`src/rtl/lcd_frame_capture.sv`:
```
// lcd_frame_capture: rebuilds the SM510 LCD frame (4 commons x 32 segments
// plus 4 Bs bits) from the raw common/segment drive lines. Rows are captured
// once the synchronised inputs have settled, assembled in a shadow buffer and
// committed to a display buffer in one cycle when row 3 arrives. The renderer
// reads the display buffer through a registered port with 1-cycle latency.
//
// Optional build macro LCD_FRAME_CAPTURE_PERSIST_EN: keeps the previously
// committed frame and ORs it into rd_data/bs_row, emulating LCD segment
// persistence so a segment that blinks off for a single frame does not flicker.
module lcd_frame_capture #(
  parameter int SETTLE    = 4,
  parameter int TIMEOUT_W = 20
) (
  input  logic        clk,
  input  logic        rst,
  input  logic [3:0]  h,
  input  logic [15:0] seg_a,
  input  logic [15:0] seg_b,
  input  logic        bs,
  input  logic [1:0]  rd_com,
  input  logic [4:0]  rd_seg,
  output logic        rd_data,
  output logic [3:0]  bs_row,
  output logic        frame_done,
  output logic [7:0]  frame_cnt,
  output logic        seq_err,
  output logic        stalled
);

  localparam int SW = $clog2(SETTLE + 1);
  localparam logic [SW-1:0] SET_MAX = SW'(SETTLE);
  localparam logic [SW-1:0] SET_PRE = SW'(SETTLE - 1);

  // Row state: WAIT0 waits for common 0, ROWn waits for common n.
  typedef enum logic [1:0] {WAIT0 = 2'd0, ROW1 = 2'd1, ROW2 = 2'd2, ROW3 = 2'd3} state_t;

  // Packed input vector: {bs, seg_b, seg_a, h}
  logic [36:0] r_s1, r_s2, r_prev;
  logic [SW-1:0] r_settle;
  state_t        r_state, w_next;
  logic [3:0][31:0] r_shadow, r_disp;
  logic [3:0]       r_shadow_bs, r_disp_bs;
  logic [TIMEOUT_W-1:0] r_stall_cnt;
  logic        r_rd_data, r_frame_done, r_seq_err, r_stalled;
  logic [7:0]  r_frame_cnt;

  logic        w_change, w_cap, w_onehot, w_accept, w_stall_hit;
  logic [3:0]  w_h;
  logic [1:0]  w_com, w_cur;
  logic [31:0] w_row;
  logic        w_bs;
  logic        w_wr_en, w_commit, w_err;
  logic [1:0]  w_wr_idx;
  logic        w_rd_bit;
  logic [3:0]  w_bs_out;

  // Two-flop synchroniser plus one-cycle history for change detection.
  always_ff @(posedge clk) begin
    if (!rst) begin
      r_s1   <= '0;
      r_s2   <= '0;
      r_prev <= '0;
    end else begin
      r_s1   <= {bs, seg_b, seg_a, h};
      r_s2   <= r_s1;
      r_prev <= r_s2;
    end
  end

  assign w_change = (r_s2 != r_prev);
  assign w_h      = r_s2[3:0];
  assign w_row    = r_s2[35:4];
  assign w_bs     = r_s2[36];

  // Settle counter: restarts on any input change, saturates at SETTLE.
  always_ff @(posedge clk) begin
    if (!rst)                  r_settle <= '0;
    else if (w_change)         r_settle <= '0;
    else if (r_settle != SET_MAX) r_settle <= r_settle + 1'b1;
  end

  // A row is captured exactly once, on the step from SETTLE-1 to SETTLE.
  assign w_cap    = !w_change && (r_settle == SET_PRE);
  assign w_onehot = (w_h != 4'd0) && ((w_h & (w_h - 4'd1)) == 4'd0);
  assign w_accept = w_cap && w_onehot;
  assign w_cur    = r_state;

  // Common index from the one-hot h.
  always_comb begin
    w_com = 2'd0;
    case (w_h)
      4'b0010: w_com = 2'd1;
      4'b0100: w_com = 2'd2;
      4'b1000: w_com = 2'd3;
      default: w_com = 2'd0;
    endcase
  end

  // FSM state register.
  always_ff @(posedge clk) begin
    if (!rst) r_state <= WAIT0;
    else      r_state <= w_next;
  end

  // FSM next-state logic.
  always_comb begin
    w_next = r_state;
    if (w_accept) begin
      if (r_state == WAIT0) begin
        if (w_com == 2'd0) w_next = ROW1;
      end else if (w_com == w_cur) begin
        w_next = (r_state == ROW3) ? WAIT0 : state_t'(w_cur + 2'd1);
      end else if (w_com == w_cur - 2'd1) begin
        w_next = r_state;
      end else if (w_com == 2'd0) begin
        w_next = ROW1;
      end else begin
        w_next = WAIT0;
      end
    end
  end

  // FSM outputs: shadow write, commit and sequence-error strobes.
  always_comb begin
    w_wr_en  = 1'b0;
    w_wr_idx = w_com;
    w_commit = 1'b0;
    w_err    = 1'b0;
    if (w_accept) begin
      if (r_state == WAIT0) begin
        w_wr_en = (w_com == 2'd0);
      end else if (w_com == w_cur) begin
        w_wr_en  = 1'b1;
        w_commit = (r_state == ROW3);
      end else if (w_com == w_cur - 2'd1) begin
        w_wr_en = 1'b1;
      end else begin
        w_err   = 1'b1;
        w_wr_en = (w_com == 2'd0);
      end
    end
  end

  // Shadow buffer: assembles the frame row by row.
  always_ff @(posedge clk) begin
    if (!rst) begin
      r_shadow    <= '0;
      r_shadow_bs <= '0;
    end else if (w_wr_en) begin
      r_shadow[w_wr_idx]    <= w_row;
      r_shadow_bs[w_wr_idx] <= w_bs;
    end
  end

  // Stall watchdog: any accepted capture proves the display is alive.
  always_ff @(posedge clk) begin
    if (!rst) begin
      r_stall_cnt <= '0;
      r_stalled   <= 1'b0;
    end else if (w_accept) begin
      r_stall_cnt <= '0;
      r_stalled   <= 1'b0;
    end else if (w_stall_hit) begin
      r_stalled   <= 1'b1;
    end else begin
      r_stall_cnt <= r_stall_cnt + 1'b1;
    end
  end

  assign w_stall_hit = !w_accept && (r_stall_cnt == {TIMEOUT_W{1'b1}});

  // Display buffer: whole-frame commit including the row-3 data arriving now.
  always_ff @(posedge clk) begin
    if (!rst) begin
      r_disp    <= '0;
      r_disp_bs <= '0;
    end else if (w_commit) begin
      r_disp[0] <= r_shadow[0];
      r_disp[1] <= r_shadow[1];
      r_disp[2] <= r_shadow[2];
      r_disp[3] <= w_row;
      r_disp_bs <= {w_bs, r_shadow_bs[2:0]};
    end else if (w_stall_hit) begin
      r_disp    <= '0;
      r_disp_bs <= '0;
    end
  end

`ifdef LCD_FRAME_CAPTURE_PERSIST_EN
  logic [3:0][31:0] r_pdisp;
  logic [3:0]       r_pdisp_bs;

  // Previous-frame buffer: takes the outgoing display contents on commit.
  always_ff @(posedge clk) begin
    if (!rst) begin
      r_pdisp    <= '0;
      r_pdisp_bs <= '0;
    end else if (w_commit) begin
      r_pdisp    <= r_disp;
      r_pdisp_bs <= r_disp_bs;
    end else if (w_stall_hit) begin
      r_pdisp    <= '0;
      r_pdisp_bs <= '0;
    end
  end

  assign w_rd_bit = r_disp[rd_com][rd_seg] | r_pdisp[rd_com][rd_seg];
  assign w_bs_out = r_disp_bs | r_pdisp_bs;
`else
  assign w_rd_bit = r_disp[rd_com][rd_seg];
  assign w_bs_out = r_disp_bs;
`endif

  // Registered read port and event pulses.
  always_ff @(posedge clk) begin
    if (!rst) begin
      r_rd_data    <= 1'b0;
      r_frame_done <= 1'b0;
      r_seq_err    <= 1'b0;
      r_frame_cnt  <= '0;
    end else begin
      r_rd_data    <= w_rd_bit;
      r_frame_done <= w_commit;
      r_seq_err    <= w_err;
      if (w_commit) r_frame_cnt <= r_frame_cnt + 8'd1;
    end
  end

  assign rd_data    = r_rd_data;
  assign bs_row     = w_bs_out;
  assign frame_done = r_frame_done;
  assign frame_cnt  = r_frame_cnt;
  assign seq_err    = r_seq_err;
  assign stalled    = r_stalled;

endmodule
```
`config.mk`:
```
export PLATFORM = sky130hd
export DESIGN_NAME = lcd_frame_capture
export DESIGN_NICKNAME = d
export VERILOG_FILES = /design/src/rtl/lcd_frame_capture.sv
export SDC_FILE = /design/constraint.sdc
export NUM_CORES = 1
export LEC_CHECK = 0
export CAP_MARGIN = 20
export CELL_PAD_IN_SITES_DETAIL_PLACEMENT = 0
export CELL_PAD_IN_SITES_GLOBAL_PLACEMENT = 1
export CORE_MARGIN = 4
export CORE_UTILIZATION = 44
export DETAILED_ROUTE_END_ITERATION = 16
export PLACE_DENSITY = 0.85
export SLEW_MARGIN = 15
export SYNTH_ARGS = -nofsm -noshare
export SYNTH_HDL_FRONTEND = slang
export SYNTH_SLANG_ARGS = --single-unit
```
`constraint.sdc`:
```
create_clock -name clk -period 8.1 [get_ports clk]
set_clock_uncertainty 0.15 [all_clocks]
set_input_delay 1.215 -clock clk [delete_from_list [all_inputs] [get_ports clk]]
set_output_delay 1.215 -clock clk [all_outputs]
set_load 0.02 [all_outputs]
```
Word-level counts from Yosys, hierarchy flattened
Cells that the tools add are included.
{ "word_totals": {"ff_bits": 412, "input_bits": 46, "out_inout_bits": 16, "elab_cells": 91} }
{ "op_classes": {"addsub": 6, "n_lt_le_gt_ge": 4, "n_eq_ne": 12, "muxes": 29, "n_bitwise": 3, "n_reduce_logical": 16} }
{ "ops": {"columns": ["op", "n"], "rows": [
  ["$mux W128", 2],
  ["$bwmux W128", 1],
  ["$bmux W32 S2", 1],
  ["$demux W32 S2", 1],
  ["$mux W32", 2],
  ["$ne A37 B37 Y1", 1],
  ["$add A20 B1 Y20 const B", 1],
  ["$eq A20 B20 Y1 const B", 1],
  ["$mux W1", 11],
  ["$mux W2", 5],
  ["$add A8 B1 Y8 const B", 1],
  ["$mux W4", 2],
  ["$lt A2 B3 Y1 const B", 2],
  ["$lt A5 B6 Y1 const B", 1],
  ["$ne A3 B3 Y1 const B", 2],
  ["$pmux W2 S3", 1],
  ["$bmux W1 S5", 1],
  ["$logic_and A1 B1 Y1", 5],
  ["$and A4 B4 Y4", 1],
  ["$bwmux W4", 1],
  ["$eq A2 B2 Y1", 2],
  ["$eq A4 B2 Y1 const B", 1],
  ["$eq A4 B3 Y1 const B", 1],
  ["$eq A4 B4 Y1 const B", 1],
  ["18 further kinds", 22]
]} }

Depth between registers and ports, before layout
Gate-level depths: netlist of run 1.
{ "logic_depth": {"ltp_word": 9, "depth_mapped": 10, "mapped_depth_nobuf": 8} }

Worst setup path before layout of run 1
OpenSTA, ideal clock, no wires.
{ "synth_path": {"path_kind": "in2reg", "startpoint": "input rd_com[0]", "endpoint": "register r_rd_data (netlist: rd_data)", "setup_time_ps": 131, "t_arrival_ps": 3255, "required_time_ps": 7819, "setup_slack_ps": 4565, "cell_stages": 9, "path_buffers": 3, "path_cell_list": "buf_1 clkbuf_1 buf_2 mux2i_1 o22ai_1 nor4_1 o21ai_0 a41oi_1 a311oi_1"} }
{ "synth_via": {"elab_chain_cells": 4} }
{ "synth_lines": {"columns": ["item", "line_no", "source"], "rows": [
  ["start: declaration", "20", "input logic [1:0] rd_com,"],
  ["$bmux W32 S2", "210", "assign w_rd_bit = r_disp[rd_com][rd_seg];"],
  ["$mux W32 (not written as such)", "210", null],
  ["$bmux W1 S5", "210", null],
  ["$mux W1 (not written as such)", "210", null],
  ["end signal: assignment", "222", "r_rd_data <= w_rd_bit;"],
  ["end: declaration", "44", "logic r_rd_data, r_frame_done, r_seq_err, r_stalled;"]
]} }
Every way passes these cells. The select of a mux whose other input is x is not followed.
A chain may end at the register's enable or synchronous reset.

Final worst setup path of run 1
{ "layout_path": {"startpoint": "register r_s2[1]", "endpoint": "register r_disp[106] (netlist bit)"} }
{ "layout_via": {"elab_chain_cells": 8, "elab_cells_between_ends": 21, "classes_between": "add/sub: 1; eq/ne: 5; mux: 5; bitwise: 1; reduce/logical: 9"} }
{ "layout_lines": {"columns": ["item", "line_no", "source"], "rows": [
  ["start: declaration", "38", "logic [36:0] r_s1, r_s2, r_prev;"],
  ["start signal: assignment", "65", "r_s2 <= r_s1;"],
  ["$sub A4 B1 Y4", "84", "assign w_onehot = (w_h != 4'd0) && ((w_h & (w_h - 4'd1)) == 4'd0);"],
  ["$and A4 B4 Y4", "84", null],
  ["$logic_not A4 Y1", "84", null],
  ["$logic_and A1 B1 Y1", "84", null],
  ["$logic_and A1 B1 Y1", "85", "assign w_accept = w_cap && w_onehot;"],
  ["$logic_not A1 Y1", "170", "assign w_stall_hit = !w_accept && (r_stall_cnt == {TIMEOUT_W{1'b1}});"],
  ["$logic_and A1 B1 Y1", "170", null],
  ["$reduce_bool A2 Y1 (no source line)", null, null],
  ["end: declaration", "41", "logic [3:0][31:0] r_shadow, r_disp;"]
]} }
Parallel ways exist; a longest one is shown, timed or not.

==> results by group, run 1 <==
Run status
  – Status: finished, final reports clean

Setup path
  – Crit-path max FO: 85
  – Worst R2R Path Depth: 8
  – Worst reg2reg setup slack: 3.75 ns
  – Slowest stage cell, crit path: buf_4
  – CP Data Arrival Time: 4.55 ns
  – Critical Path End Type: flip-flop
  – Slowest stage delay, CP: 0.78 ns
  – Critical Path Source Type: flip-flop
  – Cell chain of the critical path: or3b_2 > a2111oi_0 > a311oi_1 > or3b_1 > mux2i_4 > buf_4 > buf_4 > o21ai_0
  – Reg2reg start: r_s2[1]$_SDFF_PN0_
  – Required arrival time at the worst endpoint: 8.30 ns
  – Setup CP Type: flip-flop to flip-flop
  – Critical R2R Capture: r_disp[106]$_SDFFE_PN0P_
  – Most Frequent Cell on Critical Path: buf_4

Cells and area
  – Fill cells: 3144
  – Register area: 7587 um2
  – Layout area overhead: 13.28%
  – Diode count: 0
  – Share of cells above drive strength 1: 7.385%
  – Multi-input gate area: 6827 um2
  – Final Net Count: 1678

Min path
  – Hold Path Sink: r_s2[16]$_SDFF_PN0_
  – Min-Delay Path Depth: 1
  – Hold WC Path Type: flip-flop to flip-flop
  – HP Start: r_s1[16]$_SDFF_PN0_

GRT
  – Total gr overflow: 0
  – First-pass GRT wire length: 60220 um
  – Initial antenna violation count: 0
  – Largest net degree at the start of global routing: 230
  – Total track usage: 19.12%
  – Vias in the first global route: 11131

Synthesis
  – Yosys reg bits: 379
  – Ys async rst share: 0%
  – Yosys warns: 0
  – Syn_area_per_cell: 9.141 um2
  – Synth Instances: 1657
  – Mapped cell area: 15150 um2
  – Synth cell types: 53
  – Post-synthesis sequential area ratio: 50.09%
  – Syn Nets: 1710
  – EDFF count, synth: 0
  – Top_reg_cell synth: dfxtp_1

Die
  – Initial Util: 44.84%
  – Die footprint: 37460 um2
  – # IOs: 62
  – Std-Cell Rows: 67
  – Die X: 193.5 um
  – Placeable Area: 33780 um2
  – DIE HEIGHT: 193.5 um

Pwr
  – PwrDens: 222.8 nW/um2
  – Lkg Pwr: 6.621 nW
  – Peak VDD IR: 0.1340 mV
  – Tot Pwr: 3.823 mW

STA
  – Fmax: 0.2297 GHz
  – Final period util: 53.74%
  – Final critical-path required period: 4.353 ns
  – Final Hold Viols: 0
  – Relative slew slack: 25.98%
  – Final Max Slew Viols: 0
  – Setup_tns: 0 ns
  – WHS: 0.2746 ns
  – Setup violators final: 0
  – RSZ-0062 raised after global routing: no
  – Slew at the pin closest to its max-slew limit: 1.110 ns

Drt
  – DRT iter0 DRCs: 968
  – Vias per Instance: 5.674
  – DRC errors left: 0
  – Wire per inst: 17.94 um
  – Routed Antenna Nets: 0
  – Final wirelength: 37680 um
  – DR pass1 iterations: 5
  – Via count: 11915

Clock tree
  – CTS Buffer Depth: 3
  – Worst-path clk slew: 0.06 ns
  – H-tree depth: 2
  – CTS root buf: clkbuf_16
  – Worst skew pair latency: 0.52 ns
  – Post-cts sizing count: 0
  – TritonCTS clock tree: done
  – CTS Buf Count: 38
  – CTS Sinks: 379
  – Postcts setup bufs: 0
  – CTS Hold Buffers Added: 0

Placed design
  – Buffers on Ports: 61
  – HPWL after DPL: 22080 um
  – GPL Wtd Cong: 0.8111

Flow run
  – Number of max-cap violations: 0
==> per-stage QoR <==
stage | instance area (um2) | worst slack, ns | std cells | util (%)
after floorplan | 15150 | 4.565 | 1657 | -
after global placement | 15900 | 3.877 | 2033 | 47.05
after detailed placement | 15900 | 3.779 | 2033 | 47.05
after CTS | 17160 | 3.745 | 2100 | 50.79
after global routing | 17160 | 3.482 | 2100 | 50.79
final | 17160 | 3.747 | 2100 | 50.79
==> report_power, final <==
part / internal (mW) / total, mW / switching [mW] / leakage [nW]
logic: 0.0604 / 0.169 / 0.108 / 2.92
registers: 1.89 / 1.90 / 0.0175 / 3.07
clock network: 1.03 / 1.75 / 0.715 / 0.626
==> placed cells by master, fill, tap and decap left out, drive strengths merged, types with 4 or more instances in the layout <==
master,instances
a21oi,46
and2,80
and3,6
and4,5
buf,21
clkbuf,55
clkdlybuf4s50,58
clkinv,9
dfxtp,379
ha,7
inv,45
mux2i,106
mux4,24
nand2,249
nand2b,4
nand3,64
nand3b,4
nand4,142
nor2,25
nor3,7
nor4,19
o2111ai,4
o21ai,184
o22ai,6
or3,15
or3b,5
or4,5
xor2,38
==> synth_stat cells, types with 18 or more instances <==
library cell | n | area share, %
a21oi_1 | 46 | 1.5
and2_1 | 80 | 3.3
clkbuf_1 | 130 | 3.2
dfxtp_1 | 379 | 50
inv_1 | 45 | 1.1
mux2i_1 | 106 | 7.0
mux4_2 | 24 | 3.6
nand2_1 | 249 | 6.2
nand3_1 | 64 | 2.1
nand4_1 | 142 | 5.9
nor2_1 | 25 | 0.62
nor4_1 | 18 | 0.74
o21ai_0 | 103 | 3.4
o21ai_1 | 81 | 2.7
xor2_1 | 38 | 2.2
==> registers in the layout, summed over array words and instances (netlist names) <==
name,count
r_shadow,96
bs_row,4
r_s1,37
r_state,2
r_disp,128
seq_err,1
frame_cnt,8
r_s2,37
stalled,1
r_stall_cnt,20
rd_data,1
r_shadow_bs,3
r_settle,3
r_prev,37
frame_done,1
==> layer usage <==
metal  up-vias  global-route usage, %  wire length [um]
li1       5760                      -                 -
met1      5773                  27.11             17210
met2       317                  30.06             17410
met3        65                  3.357              2071
met4         0                  5.717               994
met5         -                      0                 0
==> kinds of logic after synthesis <==
group	after synthesis	synth area share, %
AO/OA/AOI/OAI	263	9.351
multiplexers	132	10.72
XOR/XNOR	41	2.371
buffers and inverters	196	5.154
flip-flops	379	50.09
adder cells (fa/ha/maj)	7	0.5782
AND/OR/NAND/NOR	639	21.73
==> worst max path at each step <==
stage                  startpoint                   endpoint  slack [ns]  cells past startpoint
3_5_place_dp   r_s2[3]$_SDFF_PN0_  r_shadow[76]$_SDFFE_PN0P_        3.78                      8
5_1_grt        r_s2[1]$_SDFF_PN0_     bs_row[2]$_SDFFE_PN0P_        3.48                      8
4_1_cts        r_s2[1]$_SDFF_PN0_   r_disp[106]$_SDFFE_PN0P_        3.75                      8
3_3_place_gp   r_s2[3]$_SDFF_PN0_  r_shadow[87]$_SDFFE_PN0P_        3.88                      8
2_1_floorplan           rd_com[0]         rd_data$_SDFF_PN0_        4.56                      9
6_report       r_s2[1]$_SDFF_PN0_   r_disp[106]$_SDFFE_PN0P_        3.75                      8
==> worst max-delay path, delay by kind of cell, from the launching register on <==
family	cells	cell delay, ns
AOI/OAI and AO/OA	3	0.89
buffers and inverters	2	1.23
DFF	1	0.48
muxes	1	0.24
and+or+nand+nor	2	1.09
==> layout make-up <==
| type | instances | area share [%] |
|---|---|---|
| inverter | 45 | 0.9844 |
| timing repair buffer | 79 | 4.390 |
| clock buffer | 55 | 6.811 |
| tap | 448 | 3.267 |
| sequential | 379 | 44.22 |
| clock inverter | 12 | 0.5469 |
| multi-input combinational | 1082 | 39.78 |
No activity file was read; power rests on OpenSTA's default activity.
==> inputs of run 2 (changes only) <==
- clock period: 8.1 -> 4.1 ns (I/O delays scaled with it)
==> results by group, run 2 (same netlist as run 1, synthesis figures left out) <==
Drt
  – Final wirelength: 38390 um (was 37680 um)
  – DRT iter0 DRCs: 996 (was 968)
  – Vias per Instance: 5.678 (was 5.674)
  – Routed Antenna Nets: 0 (unchanged)
  – DR pass1 iterations: 6 (was 5)
  – Wire per inst: 18.20 um (was 17.94 um)
  – Via count: 11974 (was 11915)
  – DRC errors left: 0 (unchanged)

Pwr
  – Internal power: 6.177 mW (was 2.982 mW)
  – Comb pwr share: 4.3% (was 4.4%)
  – PwrDens: 452.7 nW/um2 (was 222.8 nW/um2)
  – Lkg Pwr: 6.737 nW (was 6.621 nW)
  – Peak VDD IR: 0.3232 mV (was 0.1340 mV)
  – Psw: 1.723 mW (was 841.2 uW)
  – Sw Share: 21.81% (was 22.00%)
  – Clock network fraction of total power: 48.1% (was 45.8%)
  – Share of power burned in registers: 47.7% (was 49.8%)

Placed design
  – Buffers on Ports: 61 (unchanged)
  – Pre-CTS setup slack: 0.6918 ns (was 3.779 ns)
  – HPWL after DPL: 22180 um (was 22080 um)
  – Placed Cells: 2038 (was 2033)
  – GPL Wtd Cong: 0.8349 (was 0.8111)

Clock tree
  – CTS Hold Buffers Added: 0 (unchanged)
  – H-tree depth: 2 (unchanged)
  – TritonCTS clock tree: done (unchanged)
  – CTS Buf Count: 40 (was 38)
  – Postcts setup bufs: 0 (unchanged)
  – CTS Sinks: 379 (unchanged)
  – CTS Buffer Depth: 3 (unchanged)
  – Worst-path clk slew: 0.06 ns (about the same)
  – CTS root buf: clkbuf_16 (unchanged)
  – Post-cts sizing count: 0 (unchanged)
  – Worst skew pair latency: 0.53 ns (was 0.52 ns)

GRT
  – Vias in the first global route: 11309 (was 11131)
  – Top Usage Layer GRT: met2 (unchanged)
  – Global-route met1 utilization: 27.72% (was 27.11%)
  – Largest net degree at the start of global routing: 219 (was 230)
  – Total gr overflow: 0 (unchanged)
  – Initial antenna violation count: 0 (unchanged)
  – Met3 Usage GRT: 3.479% (was 3.357%)
  – Total track usage: 19.67% (was 19.12%)
  – Met2 Resource Use GR: 31.18% (was 30.06%)
  – First-pass GRT wire length: 61440 um (was 60220 um)

Cells and area
  – Largest register FFs: 128 (unchanged)
  – Largest registers: r_disp: 128 flops, r_shadow: 96 flops (unchanged)
  – Diode count: 0 (unchanged)
  – Fin util: 51.65% (was 50.79%)
  – Share of cells above drive strength 1: 7.827% (was 7.385%)
  – Fill cells: 3059 (was 3144)
  – Top reg by flops: r_disp (unchanged)
  – Most frequent cells in the layout: dfxtp_1 (379), nand2_1 (249), nand4_1 (142), mux2i_1 (105), o21ai_0 (103) (unchanged)
  – Layout area overhead: 15.21% (was 13.28%)
  – Final Net Count: 1685 (was 1678)
  – Multi-input gate area: 6827 um2 (unchanged)
  – Layout Cells excl Fill: 2109 (was 2100)
  – Register area: 7587 um2 (unchanged)
  – Leading cell type in the layout, fill and taps excluded: dfxtp_1 (unchanged)

STA
  – Setup violators final: 0 (unchanged)
  – Final period util: 84.13% (was 53.74%)
  – Slew at the pin closest to its max-slew limit: 0.9803 ns (was 1.110 ns)
  – Final Max Slew Viols: 0 (unchanged)
  – Final Hold Viols: 0 (unchanged)
  – RSZ-0062 raised after global routing: no (unchanged)
  – WHS: 0.2789 ns (was 0.2746 ns)
  – Post-layout worst setup margin: 0.6507 ns (was 3.747 ns)
  – Fmax: 0.2899 GHz (was 0.2297 GHz)
  – Relative slew slack: 34.64% (was 25.98%)
  – Setup_tns: 0 ns (unchanged)
  – Final critical-path required period: 3.449 ns (was 4.353 ns)

Die
  – Die X: 193.5 um (unchanged)
  – DIE HEIGHT: 193.5 um (unchanged)
  – Die footprint: 37460 um2 (unchanged)
  – # IOs: 62 (unchanged)
  – Std-Cell Rows: 67 (unchanged)
  – Placeable Area: 33780 um2 (unchanged)
  – Initial Util: 44.84% (unchanged)

Setup path
  – Critical Path End Type: flip-flop (unchanged)
  – Setup CP Type: flip-flop to flip-flop (unchanged)
  – Critical Path Source Type: flip-flop (unchanged)
  – CP Data Arrival Time: 3.74 ns (was 4.55 ns)
  – Crit-path max FO: 33 (was 85)
  – Required arrival time at the worst endpoint: 4.40 ns (was 8.30 ns)

Run status
  – Status: finished, final reports clean (unchanged)

Flow run
  – Number of max-cap violations: 0 (unchanged)

Min path
  – Hold WC Path Type: flip-flop to flip-flop (unchanged)
==> run 2: path summary, 6_finish.rpt <==
kind / depth (start not counted) / end / slack [ns] / from
setup / recovery: 9 / r_shadow[59]$_SDFFE_PN0P_ / 0.65 / r_state[0]$_SDFFE_PN0P_
hold / removal: 1 / r_s2[16]$_SDFF_PN0_ / 0.28 / r_s1[16]$_SDFF_PN0_
setup reg to reg: 9 / r_shadow[59]$_SDFFE_PN0P_ / 0.65 / r_state[0]$_SDFFE_PN0P_
hold reg to reg: 1 / r_s2[16]$_SDFF_PN0_ / 0.28 / r_s1[16]$_SDFF_PN0_
==> run 2: metal layers <==
| layer | vias to the layer above | wire, um |
|---|---|---|
| met1 | 5757 | 17530 |
| met5 | - | 0 |
| met4 | 0 | 921 |
| met2 | 375 | 17540 |
| li1 | 5768 | - |
| met3 | 74 | 2392 |
==> run 2: area by class of cell <==
type / instances / area share (%)
flip-flops and latches: 379 / 43.48
multi-input cells: 1082 / 39.12
clock buffers: 57 / 6.797
repair buffers: 84 / 5.248
well taps: 448 / 3.212
clock inverters: 14 / 1.176
inverters: 45 / 0.9679
==> run 2: worst max-delay path, stage by stage, from the launching register on <==
cell       delay (ns)
dfxtp_1          0.41
inv_1            0.13
ha_1             0.38
or3b_2           0.48
a2111oi_0        0.41
a311oi_1         0.15
a21oi_1          0.33
nor4b_2          0.36
buf_12           0.34
mux2i_1          0.23
==> run 2: through the flow <==
stage	total power, mW	instance area (um2)
floorplan	4.045	15150
global placement	4.178	16060
detailed placement	4.180	16060
CTS	7.964	17450
global route	8.141	17450
finish	7.900	17450
==> run 2: power by group through the flow <==
stage / registers, mW / logic [mW] / clock network (mW)
2_1_floorplan: 3.83 / 0.213 / 0
3_3_place_gp: 3.85 / 0.333 / 0
3_5_place_dp: 3.85 / 0.334 / 0
4_1_cts: 3.76 / 0.336 / 3.86
5_1_grt: 3.77 / 0.365 / 4.01
6_report: 3.77 / 0.338 / 3.80
